[src/rtl/snake_cmd_master.sv]
`default_nettype none
// ============================================================================
// Module   : snake_cmd_master
// Function : Avalon-MM write master that queues {cmd, x, y} requests from
//            fabric sources and writes each one, packed into a 32-bit word,
//            to the snake_fpga command register.
// Revision : 1.0 - initial release
// ============================================================================
module snake_cmd_master #(
    parameter int         DEPTH      = 4,
    parameter int         GAP_CYCLES = 0,
    parameter logic [3:0] CMD_ADDR   = 4'd0,
    parameter int         CMD_OFFSET = 24,
    parameter int         X_OFFSET   = 8,
    parameter int         Y_OFFSET   = 0
) (
    input  logic                       clk,
    input  logic                       reset,
    input  logic                       cmd_valid,
    output logic                       cmd_ready,
    input  logic [3:0]                 cmd_code,
    input  logic [8:0]                 cmd_x,
    input  logic [7:0]                 cmd_y,
    output logic [3:0]                 avm_address,
    output logic                       avm_write,
    output logic [31:0]                avm_writedata,
    input  logic                       avm_waitrequest,
    output logic [$clog2(DEPTH):0]     pending,
    output logic                       busy,
    output logic [15:0]                sent_count
);

    localparam int AW = $clog2(DEPTH);
    localparam int CW = AW + 1;
    // Gap counter load value; only meaningful when GAP_CYCLES > 0.
    localparam logic [3:0] GAP_LOAD = (GAP_CYCLES > 0) ? 4'(GAP_CYCLES - 1) : 4'd0;

    typedef enum logic [1:0] {
        IDLE  = 2'd0,
        WRITE = 2'd1,
        GAP   = 2'd2
    } state_t;

    state_t          state;
    logic [31:0]     mem [DEPTH];
    logic [AW-1:0]   wr_ptr;
    logic [AW-1:0]   rd_ptr;
    logic [CW-1:0]   count;
    logic [CW-1:0]   count_next;
    logic [3:0]      gap_cnt;
    logic            full;
    logic            push;
    logic            pop;
    logic [31:0]     packed_word;

    // Ready comes only from registered occupancy, so a pop while full does
    // not open the FIFO until the following cycle.
    assign full       = (count == CW'(DEPTH));
    assign cmd_ready  = !reset && !full;
    assign push       = cmd_valid && cmd_ready;
    assign pop        = (state == IDLE) && (count != '0);
    assign count_next = count + CW'(push) - CW'(pop);
    assign pending    = count;

    // Fields are zero-extended before shifting; all unused bits stay 0.
    assign packed_word = (32'(cmd_code) << CMD_OFFSET)
                       | (32'(cmd_x)    << X_OFFSET)
                       | (32'(cmd_y)    << Y_OFFSET);

    // FIFO storage; contents need no reset because pointers gate every read.
    always_ff @(posedge clk) begin
        if (push) begin
            mem[wr_ptr] <= packed_word;
        end
    end

    // FIFO pointers and occupancy; the popped entry leaves the count at once.
    always_ff @(posedge clk) begin
        if (reset) begin
            wr_ptr <= '0;
            rd_ptr <= '0;
            count  <= '0;
        end else begin
            if (push) begin
                wr_ptr <= wr_ptr + 1'b1;
            end
            if (pop) begin
                rd_ptr <= rd_ptr + 1'b1;
            end
            count <= count_next;
        end
    end

    // Write sequencer: pop, hold the write through waitrequest, optional gap.
    always_ff @(posedge clk) begin
        if (reset) begin
            state         <= IDLE;
            avm_write     <= 1'b0;
            avm_address   <= CMD_ADDR;
            avm_writedata <= '0;
            sent_count    <= '0;
            gap_cnt       <= '0;
            busy          <= 1'b0;
        end else begin
            avm_address <= CMD_ADDR;
            case (state)
                IDLE: begin
                    if (pop) begin
                        avm_writedata <= mem[rd_ptr];
                        avm_write     <= 1'b1;
                        state         <= WRITE;
                        busy          <= 1'b1;
                    end else begin
                        busy <= (count_next != '0);
                    end
                end
                WRITE: begin
                    if (!avm_waitrequest) begin
                        avm_write  <= 1'b0;
                        sent_count <= sent_count + 16'd1;
                        if (GAP_CYCLES > 0) begin
                            state   <= GAP;
                            gap_cnt <= GAP_LOAD;
                            busy    <= 1'b1;
                        end else begin
                            state <= IDLE;
                            busy  <= (count_next != '0);
                        end
                    end else begin
                        busy <= 1'b1;
                    end
                end
                GAP: begin
                    if (gap_cnt == 4'd0) begin
                        state <= IDLE;
                        busy  <= (count_next != '0);
                    end else begin
                        gap_cnt <= gap_cnt - 4'd1;
                        busy    <= 1'b1;
                    end
                end
                default: begin
                    state     <= IDLE;
                    avm_write <= 1'b0;
                    busy      <= (count_next != '0);
                end
            endcase
        end
    end

endmodule
`default_nettype wire

[config.mk]
export PLATFORM = sky130hd
export DESIGN_NAME = snake_cmd_master
export DESIGN_NICKNAME = d
export VERILOG_FILES = /design/src/rtl/snake_cmd_master.sv
export SDC_FILE = /design/constraint.sdc
export NUM_CORES = 1
export LEC_CHECK = 0
export BUFFER_PORTS_ARGS = -buffer_cell sky130_fd_sc_hd__buf_2
export CAP_MARGIN = 5
export CORE_AREA = 2 2 106 108
export CTS_CLUSTER_DIAMETER = 150
export CTS_CLUSTER_SIZE = 16
export DETAILED_ROUTE_END_ITERATION = 16
export DIE_AREA = 0 0 108 110
export PLACE_DENSITY = 0.69
export SLEW_MARGIN = 0
export SYNTH_ARGS = -nofsm -noshare
export SYNTH_HDL_FRONTEND = slang
export SYNTH_SLANG_ARGS = --single-unit
export TNS_END_PERCENT = 50
[constraint.sdc]
create_clock -name clk -period 7.3 [get_ports clk]
set_input_delay 0.365 -clock clk [delete_from_list [all_inputs] [get_ports clk]]
set_output_delay 0.365 -clock clk [all_outputs]
set_load 0.005 [all_outputs]
==> results of run 1 <==
## cell families after synthesis
| logic type | Yosys count | share of synthesized area, % |
|---|---|---|
| xor+xnor | 15 | 2.58 |
| compound gates | 34 | 3.81 |
| flops | 130 | 67.6 |
| mux | 23 | 9.71 |
| buf+inv | 39 | 4.25 |
| fa+ha+maj | 8 | 2.11 |
| other cells | 1 | 0.0737 |
| simple gates | 101 | 9.83 |
## worst paths after layout
path                                   endpoint  slack [ns]  depth (start not counted)
setup reg to reg                busy$_SDFF_PP0_        3.80                         11
setup / recovery                busy$_SDFF_PP0_        3.80                         11
hold / removal              mem[2][5]$_DFFE_PP_        0.07                          1
hold reg to reg   avm_writedata[7]$_SDFFE_PP0P_        0.45                          2
## stage by stage
stage | std cells | util, % | setup slack (ns) | hold slack [ns] | area (µm²)
floorplan | 365 | - | 4.86 | 0.453 | 5140
global route | 576 | 56.7 | 3.54 | 0.0484 | 6070
CTS | 576 | 56.7 | 3.82 | 0.0425 | 6070
global placement | 544 | 51.3 | 4.01 | 0.443 | 5480
finish | 576 | 56.7 | 3.80 | 0.0682 | 6070
detailed placement | 544 | 51.3 | 3.84 | 0.447 | 5480
## registers in the layout, summed over array words and instances (netlist names)
register / flops
avm_write: 1
avm_writedata: 21
busy: 1
mem: 84
pending: 3
rd_ptr: 2
sent_count: 16
wr_ptr: 2
## Yosys cell counts, types with 2 or more instances
cell type	n	area (µm²)
and2_1	5	31.3
nand3_1	2	10.0
a21oi_1	26	130
nor3_1	3	15.0
nor2b_1	2	12.5
xor2_1	7	61.3
o21ai_0	2	10.0
nand4_1	4	25.0
or3_1	2	12.5
buf_4	17	128
ha_1	7	87.6
dfxtp_1	46	921
nand2b_1	2	12.5
inv_1	9	33.8
clkbuf_1	4	15.0
and4_1	2	17.5
nor2_1	23	86.3
nand2_1	49	184
buf_2	5	25.0
buf_1	3	11.3
edfxtp_1	84	2520
xnor2_1	8	70.1
mux4_2	21	473
## power groups by stage
stage / clock (mW) / sequential, mW / combinational, mW
3_5_place_dp: 0 / 0.979 / 0.389
4_1_cts: 0.841 / 0.965 / 0.393
3_3_place_gp: 0 / 0.975 / 0.377
2_1_floorplan: 0 / 0.927 / 0.306
6_report: 0.829 / 0.961 / 0.388
5_1_grt: 0.877 / 0.977 / 0.432
## routing by layer
layer | vias up | wire (µm)
li1 | 1385 | -
met1 | 1404 | 4160
met2 | 100 | 4600
met3 | 6 | 507
met4 | 0 | 78
met5 | - | 0
## area by class of cell
type / instances / area share [%]
Tap cell: 140 / 2.89
Multi-Input combinational cell: 196 / 24.4
Inverter: 10 / 0.618
Clock buffer: 18 / 6.89
Sequential cell: 130 / 56.8
Clock inverter: 14 / 2.76
Timing Repair Buffer: 68 / 5.65
==> summary.md, run 1 <==
| Metric | Value |
|---|---|
| Most common cell after layout, fill and taps aside | `edfxtp_1` |
| PwrDens | `359 nW/µm²` |
| Worst-skew pair later-pin latency | `0.50 ns` |
| Status | `complete, no violations` |
| Sequential group share of total power | `44.1%` |
| Total CTS buffers | `17` |
| Synth Instances | `351` |
| DIE HEIGHT | `110 µm` |
| Final worst-path cycle share | `47.9%` |
| Final hold violations | `0` |
| VDD IR max | `0.184 mV` |
| Drt total wl | `9350 µm` |
| Internal | `1.55 mW` |
| CP max stage cell | `or2_1` |
| Multi-input gate area | `1480 µm²` |
| PortBufs | `67` |
| Buffers and inverters on the worst path | `3` |
| Final max-slew violation count | `0` |
| DRC | `0` |
| Core Rows | `38` |
| WP data required | `7.63 ns` |
| CTS clk-pin slew, worst paths | `0.06 ns` |
| Max cap viols | `0` |
| Synthesis Warnings | `0` |
| Top Usage Layer GRT | `met2` |
| Placeable core area | `10,700 µm²` |
| Post-cts gate resize count | `0` |
| Filler Cell Count | `877` |
| Die X | `108 µm` |
| Slew @ Worst Pin | `1.17 ns` |
| Vias per inst | `5.03` |
| Met1 Usage GRT | `21.6%` |
| DR vias | `2,895` |
| Flops & latches, synth | `130` |
| P_sw | `0.624 mW` |
| Cell family with most CP delay | `simple AND/OR/NAND/NOR gates` |
| Most frequent cells in the layout | `edfxtp_1, buf_2, nand2_1` |
| Initial drt markers | `182` |
| Antenna violations before repair | `0` |
| H-Tree Depth | `4` |
| Crit Path Class | `reg -> reg` |
| Reg-to-Reg Start | `pending[2]$_SDFF_PP0_` |
| Most used DFF post-synth | `edfxtp_1` |
| # IOs | `83` |
| Register area | `3440 µm²` |
| Static leakage | `2.28 nW` |
| Largest net degree at the start of global routing | `52` |
| Worst Setup End Kind | `register` |
| Clock Skews | `0.00617 ns` |
| Ant diodes | `0` |
| DPL Wire Length | `5690 µm` |
| Comb pwr share | `17.8%` |
| Post-Syn Area | `5090 µm²` |
| Starting Density | `47.6%` |
| CTS Hold Buffers Added | `0` |
| ANT nets after route | `0` |
| Hold Crit Start | `cmd_y[5]` |
| # Post-CTS Setup Buffers | `0` |
| Met3 Resource Use GR | `4.47%` |
| Crit path from | `pending[2]$_SDFF_PP0_` |
| Routability-driven placement congestion ratio | `0.734` |
| Area grow syn2layout | `19.2%` |
| Overall Power | `2.18 mW` |
| Drt first pass iters | `4` |
| Mean Syn Cell Area | `14.5 µm²` |
| Total global routing overflow | `0` |
| TritonCTS clock tree | `yes` |
| Unrepaired setup endpoints after global routing | `no` |
| Clock Tree Root | `clkbuf_8` |
| Crit start category | `register` |
| Total die area | `11,900 µm²` |
| Slew HR | `22.1%` |
| Post-synthesis cell type count | `41` |
| Seq/Total Area, Yosys | `67.6%` |
| Clk pwr share | `38.1%` |
| Ys async rst share | `0%` |
| Final setup fails | `0` |
| First-pass GRT wire length | `15,000 µm` |
| Tot GR Track Use | `17.1%` |
| TritonCTS Sinks | `130` |
| Vias in the first global route | `2,938` |
| Crit path DAT | `3.83 ns` |
| Fin crit period | `3.50 ns` |
| GR Util met2 | `28.6%` |
| F_max | `286 MHz` |
| Min-Delay Path Class | `in -> reg` |
| Slowest stage delay, CP | `0.71 ns` |
| Max clock buf depth | `2` |
| Drt wl/cell | `16.2 µm` |
| Worst-path fanout max | `23` |
| Share of post-route cells with drive strength above 1 | `29.6%` |
| Number of synthesized flops with an enable pin | `84` |
| Layout net count | `456` |
| Setup TNS | `0 ns` |
| Sw frac | `28.7%` |
| Crit-path cells | `nor3_1, or2_1, inv_2, ha_1, inv_1, ha_1, inv_1, fa_1, xor2_1, xnor2_1, a41oi_1` |
Note: power is estimated with default switching activity, not from simulation.
==> run 2, diff against run 1 <==
--- a/config.mk
+++ b/config.mk
@@ -12,7 +12,7 @@
 export CTS_CLUSTER_SIZE = 16
 export DETAILED_ROUTE_END_ITERATION = 16
 export DIE_AREA = 0 0 108 110
-export PLACE_DENSITY = 0.69
+export PLACE_DENSITY = 0.72
 export SLEW_MARGIN = 0
 export SYNTH_ARGS = -nofsm -noshare
 export SYNTH_HDL_FRONTEND = slang
==> constraint.sdc (replaced) <==
create_clock -name clk -period 3.1 [get_ports clk]
set_input_delay 0.155 -clock clk [delete_from_list [all_inputs] [get_ports clk]]
set_output_delay 0.155 -clock clk [all_outputs]
set_load 0.005 [all_outputs]
==> run 2 against run 1 <==
Against the previous run:
- critical path depth is the same
- combinational power rose to 2.6 times the previous value
- largest power group unchanged
- fmax rose by 29%
- sequential power grew 130%
- register-to-register slack got worse by 3.4 ns
- clock skew increased by 0.0032 ns
- via count is 6.7% higher
- critical endpoint unchanged
- sequential share of layout area is 2.7 points lower
- core utilization up 2.9 points
- clock power up 150%
- clock-buffer cell count rose by 1
==> summary.md, run 2 (synthesized netlist as in run 1, its figures left out) <==
| Metric | Value |
|---|---|
| Crit path DAT | `3.07 ns (-0.76 ns)` |
| Slowest stage delay, CP | `0.50 ns (-0.21 ns)` |
| Min-Delay Path Class | `in -> reg` |
| Worst-path fanout max | `8 (-65%)` |
| Drt first pass iters | `5 (+1)` |
| Worst-skew pair later-pin latency | `0.51 ns (about the same)` |
| Fin crit period | `2.71 ns (-0.790 ns)` |
| Tot GR Track Use | `17.8% (+0.67 points)` |
| Slew @ Worst Pin | `0.815 ns (-0.353 ns)` |
| TritonCTS Sinks | `130 (unchanged)` |
| Share of post-route cells with drive strength above 1 | `29.2% (-0.34 points)` |
| WP data required | `3.46 ns (-4.17 ns)` |
| Total die area | `11,900 µm² (unchanged)` |
| Antenna violations before repair | `0 (unchanged)` |
| Clock Tree Root | `clkbuf_8` |
| Total CTS buffers | `17 (unchanged)` |
| Vias in the first global route | `3,112 (+5.9%)` |
| Finished Cell Area | `6370 µm² (+5.0%)` |
| Largest regs | `mem: 84 flops, avm_writedata: 21 flops, sent_count: 16 flops` |
| Largest net degree at the start of global routing | `51 (-1.9%)` |
| DIE HEIGHT | `110 µm (unchanged)` |
| Final setup fails | `0 (unchanged)` |
| Drt total wl | `9700 µm (+3.8%)` |
| Register area | `3440 µm² (unchanged)` |
| Final hold violations | `0 (unchanged)` |
| Top reg by flops | `mem` |
| Total global routing overflow | `0 (unchanged)` |
| Slew HR | `45.7% (+24 points)` |
| Most frequent cells in the layout | `edfxtp_1, buf_2, nand2_1` |
| DR vias | `3,090 (+6.7%)` |
| CTS clk-pin slew, worst paths | `0.06 ns (about the same)` |
| Clock Skews | `0.00937 ns (+0.00320 ns)` |
| Multi-input gate area | `1480 µm² (unchanged)` |
| Initial drt markers | `288 (+58%)` |
| VDD IR max | `0.552 mV (+200%)` |
| TritonCTS clock tree | `yes` |
| Crit Path Class | `reg -> reg` |
| Die X | `108 µm (unchanged)` |
| Final worst-path cycle share | `87.3% (+39 points)` |
| First-pass GRT wire length | `15,600 µm (+4.6%)` |
| Top cell by count, worst path | `inv_1` |
| Starting Density | `47.6% (unchanged)` |
| DPL Wire Length | `5820 µm (+2.4%)` |
| Worst Setup End Kind | `register` |
| Static leakage | `2.43 nW (+6.4%)` |
| Vias per inst | `5.11 (+1.6%)` |
| CP max stage cell | `a211oi_2` |
| DRC | `0 (unchanged)` |
| Max clock buf depth | `2 (unchanged)` |
| Dpl cell area | `5540 µm² (+0.96%)` |
| Final max-slew violation count | `0 (unchanged)` |
| PwrDens | `827 nW/µm² (+130%)` |
| ANT nets after route | `0 (unchanged)` |
| Routability-driven placement congestion ratio | `0.780 (+6.3%)` |
| Unrepaired setup endpoints after global routing | `no` |
| Drt wl/cell | `16.0 µm (-1.2%)` |
| Ant diodes | `0 (unchanged)` |
| Max cap viols | `0 (unchanged)` |
| Status | `complete, no violations` |
| Cell family with most CP delay | `adder cells` |
| Placeable core area | `10,700 µm² (unchanged)` |
| H-Tree Depth | `4 (unchanged)` |
| F_max | `369 MHz (+29%)` |
| Layout net count | `485 (+6.4%)` |
| Crit-path cells | `nor2_1, a211oi_2, inv_1, ha_1, inv_1, ha_1, inv_1, fa_1, xor2_1, xnor2_1, a41oi_1` |
| # IOs | `83 (unchanged)` |
| Number of flip-flops in the largest register | `84 (unchanged)` |
| Core Rows | `38 (unchanged)` |
| # Post-CTS Setup Buffers | `0 (unchanged)` |
| Filler Cell Count | `850 (-3.1%)` |
| PortBufs | `67 (unchanged)` |
| Buffers and inverters on the worst path | `3 (unchanged)` |
| Most common cell after layout, fill and taps aside | `edfxtp_1` |
| Crit start category | `register` |
| Setup TNS | `0 ns (unchanged)` |
| Area grow syn2layout | `25.2%` |
run 2: cell count changes in the layout (fill, tap and decap cells not counted), sizes merged:
cell,previous run,this run
buf,68,75
clkinvlp,4,3
dlygate4sd3,0,22
clkbuf,18,19
bufinv,2,3
inv,18,13
clkinv,0,4
run 2: through the flow:
stage	setup WS (ns)	total power, mW	hold slack, ns	instances	util [%]
finish	0.392	5.27	0.0598	605	59.6
global route	0.157	5.55	0.0581	605	59.6
CTS	0.397	5.33	0.0430	605	59.6
detailed placement	0.419	3.25	0.372	551	51.8
global placement	0.570	3.21	0.365	551	51.8
floorplan	0.662	2.91	0.254	365	-
run 2: final cells by class:
type / instances / share of cell area (%)
sequential: 130 / 54.0
multi-input combinational: 196 / 23.3
timing repair buffer: 97 / 9.66
clock buffer: 19 / 6.95
clock inverter: 13 / 2.75
tap: 140 / 2.75
inverter: 10 / 0.589
run 2: path summary, 6_finish.rpt:
check / from / endpoint / slack (ns) / depth (start not counted)
worst min register to register: avm_writedata[4]$_SDFFE_PP0P_ / avm_writedata[4]$_SDFFE_PP0P_ / 0.46 / 2
worst max-delay path: pending[1]$_SDFF_PP0_ / busy$_SDFF_PP0_ / 0.39 / 11
worst max register to register: pending[1]$_SDFF_PP0_ / busy$_SDFF_PP0_ / 0.39 / 11
worst min-delay path: avm_waitrequest / sent_count[0]$_SDFFE_PP0P_ / 0.06 / 4
run 2: report_power, final:
group          leakage [nW]  internal (mW)  switching, mW
clock                 0.294           1.29          0.758
combinational         0.994          0.483          0.542
sequential             1.14           2.05          0.154
run 2: metal layers:
layer,share of wire (%),global-route usage (%)
met1,44,22.0
met5,0,0
met3,6.2,4.82
met2,49,29.6
met4,1.5,7.60
run 2: worst register-to-register path, stage by stage (launching register included):
cell	delay (ns)
dfxtp_1	0.44
nor2_1	0.12
a211oi_2	0.50
inv_1	0.10
ha_1	0.30
inv_1	0.05
ha_1	0.13
inv_1	0.05
fa_1	0.37
xor2_1	0.16
xnor2_1	0.20
a41oi_1	0.13
run 2: timing repair:
item | in CTS | in global routing
gates resized for setup | 0 | 0
hold buffers | 22 | 0
endpoints found under the hold margin | 85 | 0
==> run 3, diff against run 2 <==
--- a/config.mk
+++ b/config.mk
@@ -7,12 +7,14 @@
 export LEC_CHECK = 0
 export BUFFER_PORTS_ARGS = -buffer_cell sky130_fd_sc_hd__buf_2
 export CAP_MARGIN = 5
-export CORE_AREA = 2 2 106 108
+export CELL_PAD_IN_SITES_DETAIL_PLACEMENT = 1
+export CELL_PAD_IN_SITES_GLOBAL_PLACEMENT = 1
+export CORE_AREA = 2 2 115 117
 export CTS_CLUSTER_DIAMETER = 150
 export CTS_CLUSTER_SIZE = 16
 export DETAILED_ROUTE_END_ITERATION = 16
-export DIE_AREA = 0 0 108 110
-export PLACE_DENSITY = 0.72
+export DIE_AREA = 0 0 117 119
+export PLACE_DENSITY_LB_ADDON = 0.1
 export SLEW_MARGIN = 0
 export SYNTH_ARGS = -nofsm -noshare
 export SYNTH_HDL_FRONTEND = slang
==> constraint.sdc (replaced) <==
create_clock -name clk -period 3.1 [get_ports clk]
set_input_delay 0.155 -clock clk [delete_from_list [all_inputs] [get_ports clk]]
set_output_delay 0.155 -clock clk [all_outputs]
set_load 0.05 [all_outputs]
==> run 3 against run 2 <==
Against the previous run:
- global-route usage down 1.2 points
- highest routed layer unchanged
- setup slack improved by 0.14 ns
- clock power barely moved
- routed wire length rose by 7.7%
- cell count grew 6.1%
- non-clock buffer count is 1 higher
==> summary.md, run 3 (synthesized netlist as in run 1, its figures left out) <==
| Metric | Value |
|---|---|
| Status | `complete, no violations` |
| Most frequent cells in the layout | `edfxtp_1, buf_2, nand2_1` |
| Min-Delay Endpoint | `sent_count[0]$_SDFFE_PP0P_` |
| Final max-slew violation count | `0 (unchanged)` |
| Clock Skews | `0.00637 ns (-0.00300 ns)` |
| # IOs | `83 (unchanged)` |
| Crit Path Class | `reg -> reg` |
| Core Rows | `42 (+11%)` |
| Drt wl/cell | `16.3 µm (+1.5%)` |
| CP max stage cell | `dfxtp_1` |
| Number of flip-flops in the largest register | `84 (unchanged)` |
| Static leakage | `2.43 nW (+0.29%)` |
| DPL Wire Length | `6500 µm (+12%)` |
| Setup TNS | `0 ns (unchanged)` |
| Starting Density | `39.5% (-8.0 points)` |
| Largest regs | `mem: 84 flops, avm_writedata: 21 flops, sent_count: 16 flops` |
| Worst-path fanout max | `8 (unchanged)` |
| Largest net degree at the start of global routing | `51 (unchanged)` |
| DR vias | `3,063 (-0.87%)` |
| # Post-CTS Setup Buffers | `0 (unchanged)` |
| Min-Delay Path Class | `in -> reg` |
| Crit-path cells | `nor2_1, a211oi_2, buf_4, inv_1, ha_1, inv_1, ha_1, inv_1, fa_1, xor2_1, xnor2_1, a41oi_1` |
| Reg-to-Reg Start | `pending[1]$_SDFF_PP0_` |
| Setup slack, reg-to-reg | `0.53 ns (+0.14 ns)` |
| Clock Tree Root | `clkbuf_16` |
| First-pass GRT wire length | `16,900 µm (+8.2%)` |
| Total CTS buffers | `17 (unchanged)` |
| Highest routed layer | `met4` |
| Total global routing overflow | `0 (unchanged)` |
| Crit path from | `pending[1]$_SDFF_PP0_` |
| PwrDens | `903 nW/µm² (+9.3%)` |
| Unrepaired setup endpoints after global routing | `no` |
| Worst Setup End Kind | `register` |
| Routability-driven placement congestion ratio | `0.697 (-11%)` |
| Hold Crit Depth | `4 (unchanged)` |
| PortBufs | `67 (unchanged)` |
| WL met1 | `4670 µm (+10%)` |
| Antenna violations before repair | `0 (unchanged)` |
| Drt first pass iters | `4 (-1)` |
| Depth of the most critical reg-to-reg path | `12 (+1)` |
| Total die area | `13,900 µm² (+17%)` |
| Placeable core area | `12,900 µm² (+20%)` |
| Final setup fails | `0 (unchanged)` |
| Vias in the first global route | `3,181 (+2.2%)` |
| Routed wl met3 | `409 µm (-32%)` |
| WP data required | `3.36 ns (-0.10 ns)` |
| Tot GR Track Use | `16.6% (-1.2 points)` |
| VDD IR max | `0.451 mV (-18%)` |
| H-Tree Depth | `4 (unchanged)` |
| Die X | `117 µm (+8.3%)` |
| RR Endpoint | `busy$_SDFF_PP0_` |
| Drt total wl | `10,400 µm (+7.7%)` |
| Max cap viols | `0 (unchanged)` |
| Final hold violations | `0 (unchanged)` |
| Crit start category | `register` |
| Initial drt markers | `138 (-52%)` |
| Post-cts gate resize count | `0 (unchanged)` |
| Slowest stage delay, CP | `0.45 ns (-0.05 ns)` |
| Final worst-path cycle share | `82.9% (-4.4 points)` |
| Wire length on met2 | `5200 µm (+10%)` |
| Vias per inst | `4.77 (-6.6%)` |
| Share of post-route cells with drive strength above 1 | `28.1% (-1.1 points)` |
| Ant diodes | `0 (unchanged)` |
| Filler Cell Count | `1,333 (+57%)` |
| Area grow syn2layout | `26.0%` |
| Fin crit period | `2.57 ns (-0.138 ns)` |
| Top cell by count, worst path | `inv_1` |
| Slew @ Worst Pin | `0.572 ns (-0.243 ns)` |
| Max clock buf depth | `2 (unchanged)` |
| Overall Power | `5.79 mW (+9.9%)` |
| Hold Crit Start | `avm_waitrequest` |
| DIE HEIGHT | `119 µm (+8.2%)` |
| Worst-skew pair later-pin latency | `0.41 ns (-0.10 ns)` |
| CTS clk-pin slew, worst paths | `0.05 ns (about the same)` |
| F_max | `389 MHz (+5.4%)` |
| TritonCTS Sinks | `130 (unchanged)` |
| Layout net count | `486 (+0.21%)` |
| Crit path DAT | `2.83 ns (-0.24 ns)` |
| Top reg by flops | `mem` |
| Most common cell after layout, fill and taps aside | `edfxtp_1` |
| ANT nets after route | `0 (unchanged)` |
| TritonCTS clock tree | `yes` |
| DRC | `0 (unchanged)` |
| Cell family with most CP delay | `adder cells` |
| Slew HR | `61.9% (+16 points)` |
| Buffers and inverters on the worst path | `4 (+1)` |
run 3: worst min-delay path: cells and delay by family:
kind | cells | cell delay, ns
buffers and inverters | 1 | 0.10
xor gates and xnor gates | 1 | 0.14
and+or+nand+nor | 2 | 0.13
run 3: worst max path at each step:
| stage | end | slack (ns) | cells past startpoint |
|---|---|---|---|
| floorplan | busy$_SDFF_PP0_ | 0.29 | 11 |
| global placement | busy$_SDFF_PP0_ | 0.65 | 12 |
| detailed placement | busy$_SDFF_PP0_ | 0.56 | 12 |
| CTS | busy$_SDFF_PP0_ | 0.50 | 12 |
| global route | busy$_SDFF_PP0_ | 0.33 | 12 |
| finish | busy$_SDFF_PP0_ | 0.53 | 12 |
run 3: what timing repair did:
action | CTS | global route
endpoints found under the setup margin | 0 | 0
hold endpoints to repair | 84 | 0
hold buffers | 21 | 0
run 3: cell type report:
type                            count  area [µm²]  share of cell area, %
Tap cell                          176         220                   3.43
Sequential cell                   130        3440                   53.7
Clock buffer                       25         475                   7.41
Clock inverter                      7         133                   2.07
Inverter                           10        37.5                  0.585
Multi-Input combinational cell    196        1480                   23.1
Timing Repair Buffer               98         621                   9.67
run 3: power by group:
| group | leakage (nW) | switching [mW] | internal [mW] |
|---|---|---|---|
| sequential | 1.14 | 0.145 | 2.05 |
| clock | 0.295 | 0.678 | 1.38 |
| combinational | 1.00 | 1.05 | 0.493 |
| total | 2.43 | 1.87 | 3.92 |
run 3: through the flow:
step                      hold slack (ns)  std cells  worst slack (ns)  util [%]  cell area [µm²]
after floorplan                     0.254        365             0.292         -             5140
final                               0.175        642             0.530      49.8             6410
after global placement              0.367        589             0.650      43.5             5600
after global routing                0.173        642             0.332      49.8             6410
after detailed placement            0.370        589             0.563      43.5             5600
after CTS                           0.147        642             0.497      49.8             6410
run 3: routing by layer:
| layer | global-route usage (%) | up-vias |
|---|---|---|
| met5 | 0 | - |
| met4 | 6.84 | 0 |
| met3 | 4.38 | 15 |
| met2 | 26.9 | 68 |
| met1 | 21.0 | 1537 |
| li1 | - | 1443 |
